==> config.mk <==
export PLATFORM = sky130hd
export DESIGN_NAME = conv_window_addr_gen_flat
export DESIGN_NICKNAME = d
export VERILOG_FILES = /design/src/rtl/conv_window_addr_gen_if.sv /design/src/rtl/conv_window_addr_gen.sv /design/src/flat_wrapper.sv
export SDC_FILE = /design/constraint.sdc
export NUM_CORES = 1
export LEC_CHECK = 0
export CORE_ASPECT_RATIO = 0.7
export CORE_UTILIZATION = 50
export CTS_CLUSTER_DIAMETER = 150
export DETAILED_ROUTE_END_ITERATION = 12
export MAX_ROUTING_LAYER = met4
export PLACE_DENSITY = 0.77
export SLEW_MARGIN = 20
export SYNTH_ARGS = -nofsm -noshare
export SYNTH_HDL_FRONTEND = slang
export SYNTH_SLANG_ARGS = --single-unit
==> constraint.sdc <==
create_clock -name clk -period 21.6 [get_ports clk]
set_clock_uncertainty 0.1 [all_clocks]
set_input_delay 4.32 -clock clk [delete_from_list [all_inputs] [get_ports clk]]
set_output_delay 4.32 -clock clk [all_outputs]
set_load 0.01 [all_outputs]
==> src/rtl/conv_window_addr_gen_if.sv <==
// Read-address stream from the convolution window walker to the input memory
// read port and PE row feeders: one address plus its tags per handshake.
interface conv_window_addr_gen_if #(
   parameter int ADDR_W = 16,
   parameter int DIM_W  = 8
);
   logic              out_valid;
   logic              out_ready;
   logic [ADDR_W-1:0] out_addr;
   logic [3:0]        out_kidx;
   logic [DIM_W-1:0]  out_chan;
   logic              out_win_last;
   logic              out_frame_last;

   modport master (
      output out_valid, out_addr, out_kidx, out_chan, out_win_last, out_frame_last,
      input  out_ready
   );

   modport slave (
      input  out_valid, out_addr, out_kidx, out_chan, out_win_last, out_frame_last,
      output out_ready
   );
endinterface

==> src/rtl/conv_window_addr_gen.sv <==
// Walks every 3x3 window of a C x H x W plane-major input map and streams one
// read address per accepted handshake, tagged with kernel index, channel and flags.
module conv_window_addr_gen #(
   parameter int ADDR_W = 16,
   parameter int DIM_W  = 8
) (
   input  logic                   clk,
   input  logic                   rstn,
   input  logic                   start,
   input  logic [DIM_W-1:0]       cfg_width,
   input  logic [DIM_W-1:0]       cfg_height,
   input  logic [DIM_W-1:0]       cfg_chans,
   conv_window_addr_gen_if.master out_bus,
   output logic                   busy,
   output logic                   done,
   output logic                   cfg_err
);

   localparam int PROD_W = 3 * DIM_W;
   localparam int CMP_W  = (PROD_W > ADDR_W) ? PROD_W : ADDR_W + 1;

   typedef enum logic [1:0] {S_IDLE, S_SETUP, S_RUN, S_DONE} state_t;

   state_t state, state_nxt;

   logic [DIM_W-1:0]   w_q, h_q, c_q;
   logic [ADDR_W-1:0]  plane_q;
   logic [ADDR_W-1:0]  win_base_q, chan_off_q, row_off_q;
   logic [DIM_W-1:0]   oy_q, ox_q, ch_q;
   logic [1:0]         ky_q, kx_q;
   logic [3:0]         kidx_q;

   logic [2*DIM_W-1:0] wh;
   logic [CMP_W-1:0]   total;
   logic               setup_err;
   logic               fire;
   logic               last_kx, last_ky, last_ch, last_ox, last_oy;
   logic               win_last, frame_last;

   // Multipliers are only used for the one-cycle setup checks, never in RUN.
   assign wh        = (2*DIM_W)'(w_q) * (2*DIM_W)'(h_q);
   assign total     = CMP_W'(wh) * CMP_W'(c_q);
   assign setup_err = (w_q < DIM_W'(3)) || (h_q < DIM_W'(3)) || (c_q == '0) ||
                      (total > (CMP_W'(1) << ADDR_W));

   assign fire       = (state == S_RUN) && out_bus.out_ready;
   assign last_kx    = (kx_q == 2'd2);
   assign last_ky    = (ky_q == 2'd2);
   assign last_ch    = (ch_q == c_q - DIM_W'(1));
   assign last_ox    = (ox_q == w_q - DIM_W'(3));
   assign last_oy    = (oy_q == h_q - DIM_W'(3));
   assign win_last   = last_kx && last_ky && last_ch;
   assign frame_last = win_last && last_ox && last_oy;

   // Outputs are decoded from registers only, so they hold during a stall.
   assign out_bus.out_valid      = (state == S_RUN);
   assign out_bus.out_addr       = win_base_q + chan_off_q + row_off_q + ADDR_W'(kx_q);
   assign out_bus.out_kidx       = kidx_q;
   assign out_bus.out_chan       = ch_q;
   assign out_bus.out_win_last   = (state == S_RUN) && win_last;
   assign out_bus.out_frame_last = (state == S_RUN) && frame_last;
   assign busy                   = (state == S_SETUP) || (state == S_RUN);
   assign done                   = (state == S_DONE);

   // NOTE: sequential state uses non-blocking assignments so every register
   // samples the pre-edge values regardless of statement order.
   always_ff @(posedge clk) begin
      if (!rstn) state <= S_IDLE;
      else       state <= state_nxt;
   end

   // NOTE: the default assignment first keeps this block free of inferred latches.
   always_comb begin
      state_nxt = state;
      unique case (state)
         S_IDLE:  if (start) state_nxt = S_SETUP;
         S_SETUP: state_nxt = setup_err ? S_DONE : S_RUN;
         S_RUN:   if (fire && frame_last) state_nxt = S_DONE;
         S_DONE:  state_nxt = S_IDLE;
         default: state_nxt = S_IDLE;
      endcase
   end

   always_ff @(posedge clk) begin
      if (!rstn) begin
         w_q        <= '0;
         h_q        <= '0;
         c_q        <= '0;
         plane_q    <= '0;
         cfg_err    <= 1'b0;
         win_base_q <= '0;
         chan_off_q <= '0;
         row_off_q  <= '0;
         oy_q       <= '0;
         ox_q       <= '0;
         ch_q       <= '0;
         ky_q       <= '0;
         kx_q       <= '0;
         kidx_q     <= '0;
      end else begin
         if (state == S_IDLE && start) begin
            w_q     <= cfg_width;
            h_q     <= cfg_height;
            c_q     <= cfg_chans;
            cfg_err <= 1'b0;
         end

         if (state == S_SETUP) begin
            plane_q    <= ADDR_W'(wh);
            cfg_err    <= setup_err;
            win_base_q <= '0;
            chan_off_q <= '0;
            row_off_q  <= '0;
            oy_q       <= '0;
            ox_q       <= '0;
            ch_q       <= '0;
            ky_q       <= '0;
            kx_q       <= '0;
            kidx_q     <= '0;
         end

         // Innermost kx, then ky, c, ox, oy; every offset advances by addition.
         if (fire) begin
            if (!last_kx) begin
               kx_q   <= kx_q + 2'd1;
               kidx_q <= kidx_q + 4'd1;
            end else begin
               kx_q <= '0;
               if (!last_ky) begin
                  ky_q      <= ky_q + 2'd1;
                  kidx_q    <= kidx_q + 4'd1;
                  row_off_q <= row_off_q + ADDR_W'(w_q);
               end else begin
                  ky_q      <= '0;
                  kidx_q    <= '0;
                  row_off_q <= '0;
                  if (!last_ch) begin
                     ch_q       <= ch_q + DIM_W'(1);
                     chan_off_q <= chan_off_q + plane_q;
                  end else begin
                     ch_q       <= '0;
                     chan_off_q <= '0;
                     if (!last_ox) begin
                        ox_q       <= ox_q + DIM_W'(1);
                        win_base_q <= win_base_q + ADDR_W'(1);
                     end else begin
                        ox_q <= '0;
                        // Base sits at oy*W + W-3, so +3 lands on the next row start.
                        if (!last_oy) begin
                           oy_q       <= oy_q + DIM_W'(1);
                           win_base_q <= win_base_q + ADDR_W'(3);
                        end else begin
                           oy_q       <= '0;
                           win_base_q <= '0;
                        end
                     end
                  end
               end
            end
         end
      end
   end

endmodule
==> src/flat_wrapper.sv <==
// flat-port wrapper written by rule: the top's interface ports become plain ports
module conv_window_addr_gen_flat 
#(
   parameter int ADDR_W = 16,
   parameter int DIM_W  = 8
)
  (clk, rstn, start, cfg_width, cfg_height, cfg_chans, busy, done, cfg_err, out_bus_out_valid, out_bus_out_addr, out_bus_out_kidx, out_bus_out_chan, out_bus_out_win_last, out_bus_out_frame_last, out_bus_out_ready);
  conv_window_addr_gen_if #(.ADDR_W(ADDR_W), .DIM_W(DIM_W)) out_bus_i ();
  input  logic clk;
  input  logic rstn;
  input  logic start;
  input  logic [DIM_W-1:0] cfg_width;
  input  logic [DIM_W-1:0] cfg_height;
  input  logic [DIM_W-1:0] cfg_chans;
  output logic busy;
  output logic done;
  output logic cfg_err;
  output wire logic [$bits(out_bus_i.out_valid)-1:0] out_bus_out_valid;
  output wire logic [$bits(out_bus_i.out_addr)-1:0] out_bus_out_addr;
  output wire logic [$bits(out_bus_i.out_kidx)-1:0] out_bus_out_kidx;
  output wire logic [$bits(out_bus_i.out_chan)-1:0] out_bus_out_chan;
  output wire logic [$bits(out_bus_i.out_win_last)-1:0] out_bus_out_win_last;
  output wire logic [$bits(out_bus_i.out_frame_last)-1:0] out_bus_out_frame_last;
  input wire logic [$bits(out_bus_i.out_ready)-1:0] out_bus_out_ready;
  assign out_bus_out_valid = out_bus_i.out_valid;
  assign out_bus_out_addr = out_bus_i.out_addr;
  assign out_bus_out_kidx = out_bus_i.out_kidx;
  assign out_bus_out_chan = out_bus_i.out_chan;
  assign out_bus_out_win_last = out_bus_i.out_win_last;
  assign out_bus_out_frame_last = out_bus_i.out_frame_last;
  assign out_bus_i.out_ready = out_bus_out_ready;
  conv_window_addr_gen #(.ADDR_W(ADDR_W), .DIM_W(DIM_W)) u_core (.clk(clk), .rstn(rstn), .start(start), .cfg_width(cfg_width), .cfg_height(cfg_height), .cfg_chans(cfg_chans), .out_bus(out_bus_i), .busy(busy), .done(done), .cfg_err(cfg_err));
endmodule
# Yosys cells after proc, flatten, opt, wreduce, memory -nomap -nowiden

Cells that the tools add are included.

Word-level logic and storage cells: 115
Memories: 0
Bits in writable memories: 0
Bits in read-only memories: 0
Output and inout bits: 34
Bits in registers: 123
Bits in latches: 0

Shift-type cells: 0
Bitwise logic cells: 0
$add $sub $neg: 16
$mul: 2
Multiplexer cells: 51
Magnitude comparators: 3
Reductions and logical operators: 18
Eq/ne operators: 10
Div/mod/pow operators: 0

Operators by type and width:

| operator                                                                          | number |
|---|---|
| 16-bit two-way mux                                                                | 16 |
| 8-bit two-way mux                                                                 | 18 |
| 16-bit adder                                                                      | 3 |
| 8-bit by 1-bit adder with 8-bit output, second input constant                     | 3 |
| 8-bit equality test                                                               | 3 |
| 24-bit by 17-bit greater-than comparator with 1-bit output, second input constant | 1 |
| 16-bit by 8-bit multiplier with 24-bit output                                     | 1 |
| 2-bit two-way mux                                                                 | 9 |
| 16-bit by 1-bit adder with 16-bit output, second input constant                   | 1 |
| 16-bit by 2-bit adder with 16-bit output                                          | 1 |
| 16-bit by 2-bit adder with 16-bit output, second input constant                   | 1 |
| 16-bit by 8-bit adder with 16-bit output                                          | 1 |
| 8-bit by 2-bit less-than comparator with 1-bit output, second input constant      | 2 |
| 8-bit by 8-bit multiplier with 16-bit output                                      | 1 |
| 4-bit two-way mux                                                                 | 4 |
| 8-bit by 2-bit subtractor with 8-bit output, second input constant                | 2 |
| 1-bit logical AND                                                                 | 9 |
| 2-bit equality test, second input constant                                        | 4 |
| 8-bit zero test                                                                   | 1 |
| 2-bit one-hot mux with 4 select lines                                             | 1 |
| 8-bit by 1-bit subtractor with 8-bit output, second input constant                | 1 |
| 2-bit by 1-bit adder with 2-bit output, second input constant                     | 2 |
| 4-bit by 1-bit adder with 4-bit output, second input constant                     | 1 |
| 1-bit logical OR                                                                  | 4 |
| 7 further kinds                                                                   | 10 |

# Logic depth before layout (Yosys ltp)

Depth in word-level cells: 8
Depth in mapped cells: 38
Depth with buffers taken out: 35

# Least setup slack after synthesis

No wires, ideal clock.

Path type: reg-to-reg
Start: register u_core.w_q[0]
End: register u_core.cfg_err
Slack: 13.072 ns
Clock period less this slack: 8.528 ns
Library setup time: 0.132 ns
Buffers on the path: 2
Data arrival time: 8.295 ns
Stages on the path, launching flop included: 36
Required time: 21.368 ns
Path through: dfxtp_1 clkbuf_1 clkbuf_1 nand2_1 fa_1 fa_1 inv_1 fa_1 inv_1 fa_1 inv_1 ha_1 inv_1 o21bai_1 a21oi_1 o21bai_1 a21oi_1 xnor2_1 nand2_1 fa_1 inv_1 fa_1 fa_1 inv_1 fa_1 inv_1 ha_1 a21oi_1 o21bai_1 a21oi_1 o21ai_0 a22oi_1 a31oi_1 a2111oi_0 a41o_1 a21oi_1

Cells in the longest elaborated chain, start to end: 5

RTL lines:

| item                                                                                                                         | line                                                   | text |
|---|---|---|
| start, declared                                                                                                              | conv_window_addr_gen.sv:26                             | `logic [DIM_W-1:0] w_q, h_q, c_q;` |
| start signal, assigned                                                                                                       | conv_window_addr_gen.sv:102                            | `w_q <= cfg_width;` |
| 8-bit by 8-bit multiplier with 16-bit output / 8-bit by 2-bit less-than comparator with 1-bit output (equally long branches) | conv_window_addr_gen.sv:41, conv_window_addr_gen.sv:43 |  |
| 16-bit by 8-bit multiplier with 24-bit output / 1-bit logical OR (equally long branches)                                     | conv_window_addr_gen.sv:42, conv_window_addr_gen.sv:43 |  |
| 24-bit by 17-bit greater-than comparator with 1-bit output / 1-bit logical OR (equally long branches)                        | conv_window_addr_gen.sv:44, conv_window_addr_gen.sv:43 |  |
| 1-bit logical OR *                                                                                                           | conv_window_addr_gen.sv:43                             | `assign setup_err = (w_q < DIM_W'(3)) \|\| (h_q < DIM_W'(3)) \|\| (c_q == '0) \|\|` |
| 1-bit two-way mux *                                                                                                          | conv_window_addr_gen.sv:108                            | `if (state == S_SETUP) begin` |
| end signal, assigned                                                                                                         | conv_window_addr_gen.sv:110                            | `cfg_err <= setup_err;` |
| end, declared                                                                                                                | conv_window_addr_gen.sv:16                             | `output logic cfg_err` |

Mark *: on every way between the ends. The rest lies on a longest branch, timed or not.
A chain may end at the register's enable or synchronous reset.

# Worst setup path in the final report

Ends and elaborated chain as after synthesis.

==> impl_metrics.toml <==
[run_status]
status = "completed"

[power_and_ir_drop]
irDropWorstVdd_v = 0.0000466
powerDensity_mw_per_mm2 = 58.3
total_leakage_power_nw = 7.46
power_mw = 0.935

[routing]
routed.top_layer = "met4"
final_antenna_net_count = 0
drcViolationCount = 0
totalWireLength_mm = 39.2
first_pass_iters = 6
drt_first_iter_violations = 1246
dr_wl_met2_mm = 17.4
viasPerCell = 5.88
wl_met1_mm = 18.3
routed-wl-met3_mm = 2.88
wl_per_cell_um = 18.1
vias = 12800

[timing]
final_min_period_over_clock_period_pct = 45.2
finalSetupViolCount = 0
rsz0062_at_grt = "no"
setup_tns_ns = 0
hold_violations = 0
final.setup.worst_slack_ns = 11.83
fin_crit_ns = 9.77
worstMarginPinSlew_ns = 1.09
relSlewSlack_pct = 27.2
max_freq_mhz = 102
slew_violations = 0

[setup_path]
critical-path-slowest-cell = "dfxtp_1"
worst_ep_arrival_time_ns = 9.96
slowest_delay_ns = 0.93
rrSetupSlack_ns = 11.83
crit_top_cell = "fa_1"
worstPathRequired_ns = 21.79
critPathLaunchType = "flip-flop"
crit_type = "flip-flop to flip-flop"
path_max_fanout = 25
worstSetupEndpointType = "flip-flop"

[synth]
synth_cells = 1780
synth-seq-cells = 123
synth_fa_ha_area_share_pct = 31.8
synthFlopType = "dfxtp_1"
synth_top_family_by_area = "adder cells"
synth_area_per_cell_sq_um = 8.17
synth_xor_area_share_pct = 4.94
synth_compound_area_share_pct = 16.0
seq_area_frac_synth_pct = 16.9
muxShareOfSynthArea_pct = 1.13
ys_warn_count = 0
yosys.area_share.simple_pct = 22.4
async_flop_share_pct = 0
synth_edf_count = 0
ys_types = 71
synth_nets = 2093
yosys.area.top_type = "fa_1"
synth_top_cell_area_share_pct = 19.1
synth.area.top_cells = "fa_1, dfxtp_1, ha_1, and2_1, inv_1"
synth_area_sq_mm = 0.0145

[finish]
fillerInstances = 2519
drive_above_1_share_pct = 3.06
final_common_cell = "inv_1"
multiInputGateArea_sq_mm = 0.0111
utilization_pct = 56.9
fin_nets = 2099
n_antenna_cell = 0
syn_to_final_growth_pct = 10.3
final_cell_mix = "inv_1, nand2_1, ha_1"
seq_area_sq_mm = 0.00246

[global_routing]
grt_pass1_wl_mm = 64.4
antenna_found_initial = 0
overflow = 0
grt_pass1_vias = 12300
track_usage_pct = 28.5
grt_max_degree = 90

[clock_network]
cts_buffer_depth = 2
clock_sinks = 123
cts_resized = 0
htreeDepth = 4
cts_setup_buffers = 0
cts_hold_buf = 0
cts_buffers = 17
clkTransAtPathRegs_ns = 0.06
worst_skew_pair.late_latency_ns = 0.45
cts_tree = "done"
root_buffer = "clkbuf_16"

[floorplan]
initial_utilization_pct = 51.5
die_w_um = 206
boundaryPins = 62
die_area_sq_mm = 0.0298
die_height_um = 145
rows = 51
coreArea_sq_mm = 0.0282

[placement]
hpwl_mm = 29.7
place_ws_ns = 12.05
gp_congestion = 0.985
port_buffers = 61

[worst_hold_path]
hp-class = "flip-flop to flip-flop"

[flow_run]
maxCapViolCount = 0
per-stage QoR:
stage / cells / instance area (sq um) / hold WS, ns
final: 2170 / 16000 / 0.371
after global routing: 2170 / 16000 / 0.396
after CTS: 2170 / 16000 / 0.376
after detailed placement: 2138 / 15400 / 0.368
after global placement: 2138 / 15400 / 0.351
after floorplan: 1780 / 14500 / 0.340
cells by family after synthesis:
group           Yosys count
fa+ha+maj               286
flops                   123
compound gates          369
buf+inv                 261
mux                      16
xor+xnor                 82
simple gates            643
Yosys cell counts (all sizes together), types with 4 or more instances:
library cell and n:
a2111oi 4, a211o 5, a211oi 16, a21o 20, a21oi 116, a221oi 4, a22oi 24, a31oi 13
a41oi 4, and2 139, and3 35, buf 8, clkbuf 76, dfxtp 123, fa 139, ha 146
inv 176, mux2i 13, nand2 162, nand2b 11, nand3 40, nand3b 12, nand4 8, nand4b 11
nor2 135, nor2b 17, nor3 35, o2111ai 5, o211ai 9, o21a 6, o21ai 90, o21bai 11
o22ai 5, o31ai 6, o41ai 5, or2 6, or3 16, or4 5, xnor2 51, xor2 31
report_power, final:
group | switching (mW) | internal, mW
Sequential | 0.0468 | 0.241
Combinational | 0.194 | 0.116
Clock | 0.118 | 0.220
Total | 0.359 | 0.577
metal layers:
metal	vias up	GRT usage (%)
met3	50	4.93
met5	-	-
met2	466	42.8
met1	6190	39.7
li1	6052	-
met4	0	7.39
path summary, 6_finish.rpt:
path,start,end,depth (start not counted)
setup / recovery,u_core.w_q[0],u_core.cfg_err,33
hold / removal,u_core.out_bus.out_kidx[3],u_core.out_bus.out_kidx[3],2
setup reg to reg,u_core.w_q[0],u_core.cfg_err,33
hold reg to reg,u_core.out_bus.out_kidx[3],u_core.out_bus.out_kidx[3],2
worst max-delay path, delay by kind of cell (launching register included):
| kind | cells | cell delay (ns) |
|---|---|---|
| XOR/XNOR | 1 | 0.58 |
| AND/OR/NAND/NOR | 2 | 0.32 |
| flip-flops | 1 | 0.93 |
| adder cells (fa/ha/maj) | 10 | 4.69 |
| AO/OA/AOI/OAI | 13 | 2.62 |
| buffers and inverters | 7 | 0.35 |
flip-flops by register name, summed over array words and instances, names as in the netlist, 4 cells and up:
signal                   count
u_core.c_q                   8
u_core.chan_off_q           16
u_core.out_bus.out_kidx      4
u_core.out_bus.out_chan      8
u_core.oy_q                  8
u_core.plane_q              16
u_core.row_off_q            16
u_core.h_q                   8
u_core.ox_q                  8
u_core.win_base_q           16
u_core.w_q                   8
area by class of cell:
class | instances | area share (%)
repair buffers | 71 | 4.28
clock buffers | 21 | 2.81
clock inverters | 11 | 1.34
flip-flops and latches | 123 | 15.4
inverters | 177 | 4.15
multi-input cells | 1396 | 69.2
well taps | 371 | 2.89
(Power assumes the default switching activity.)
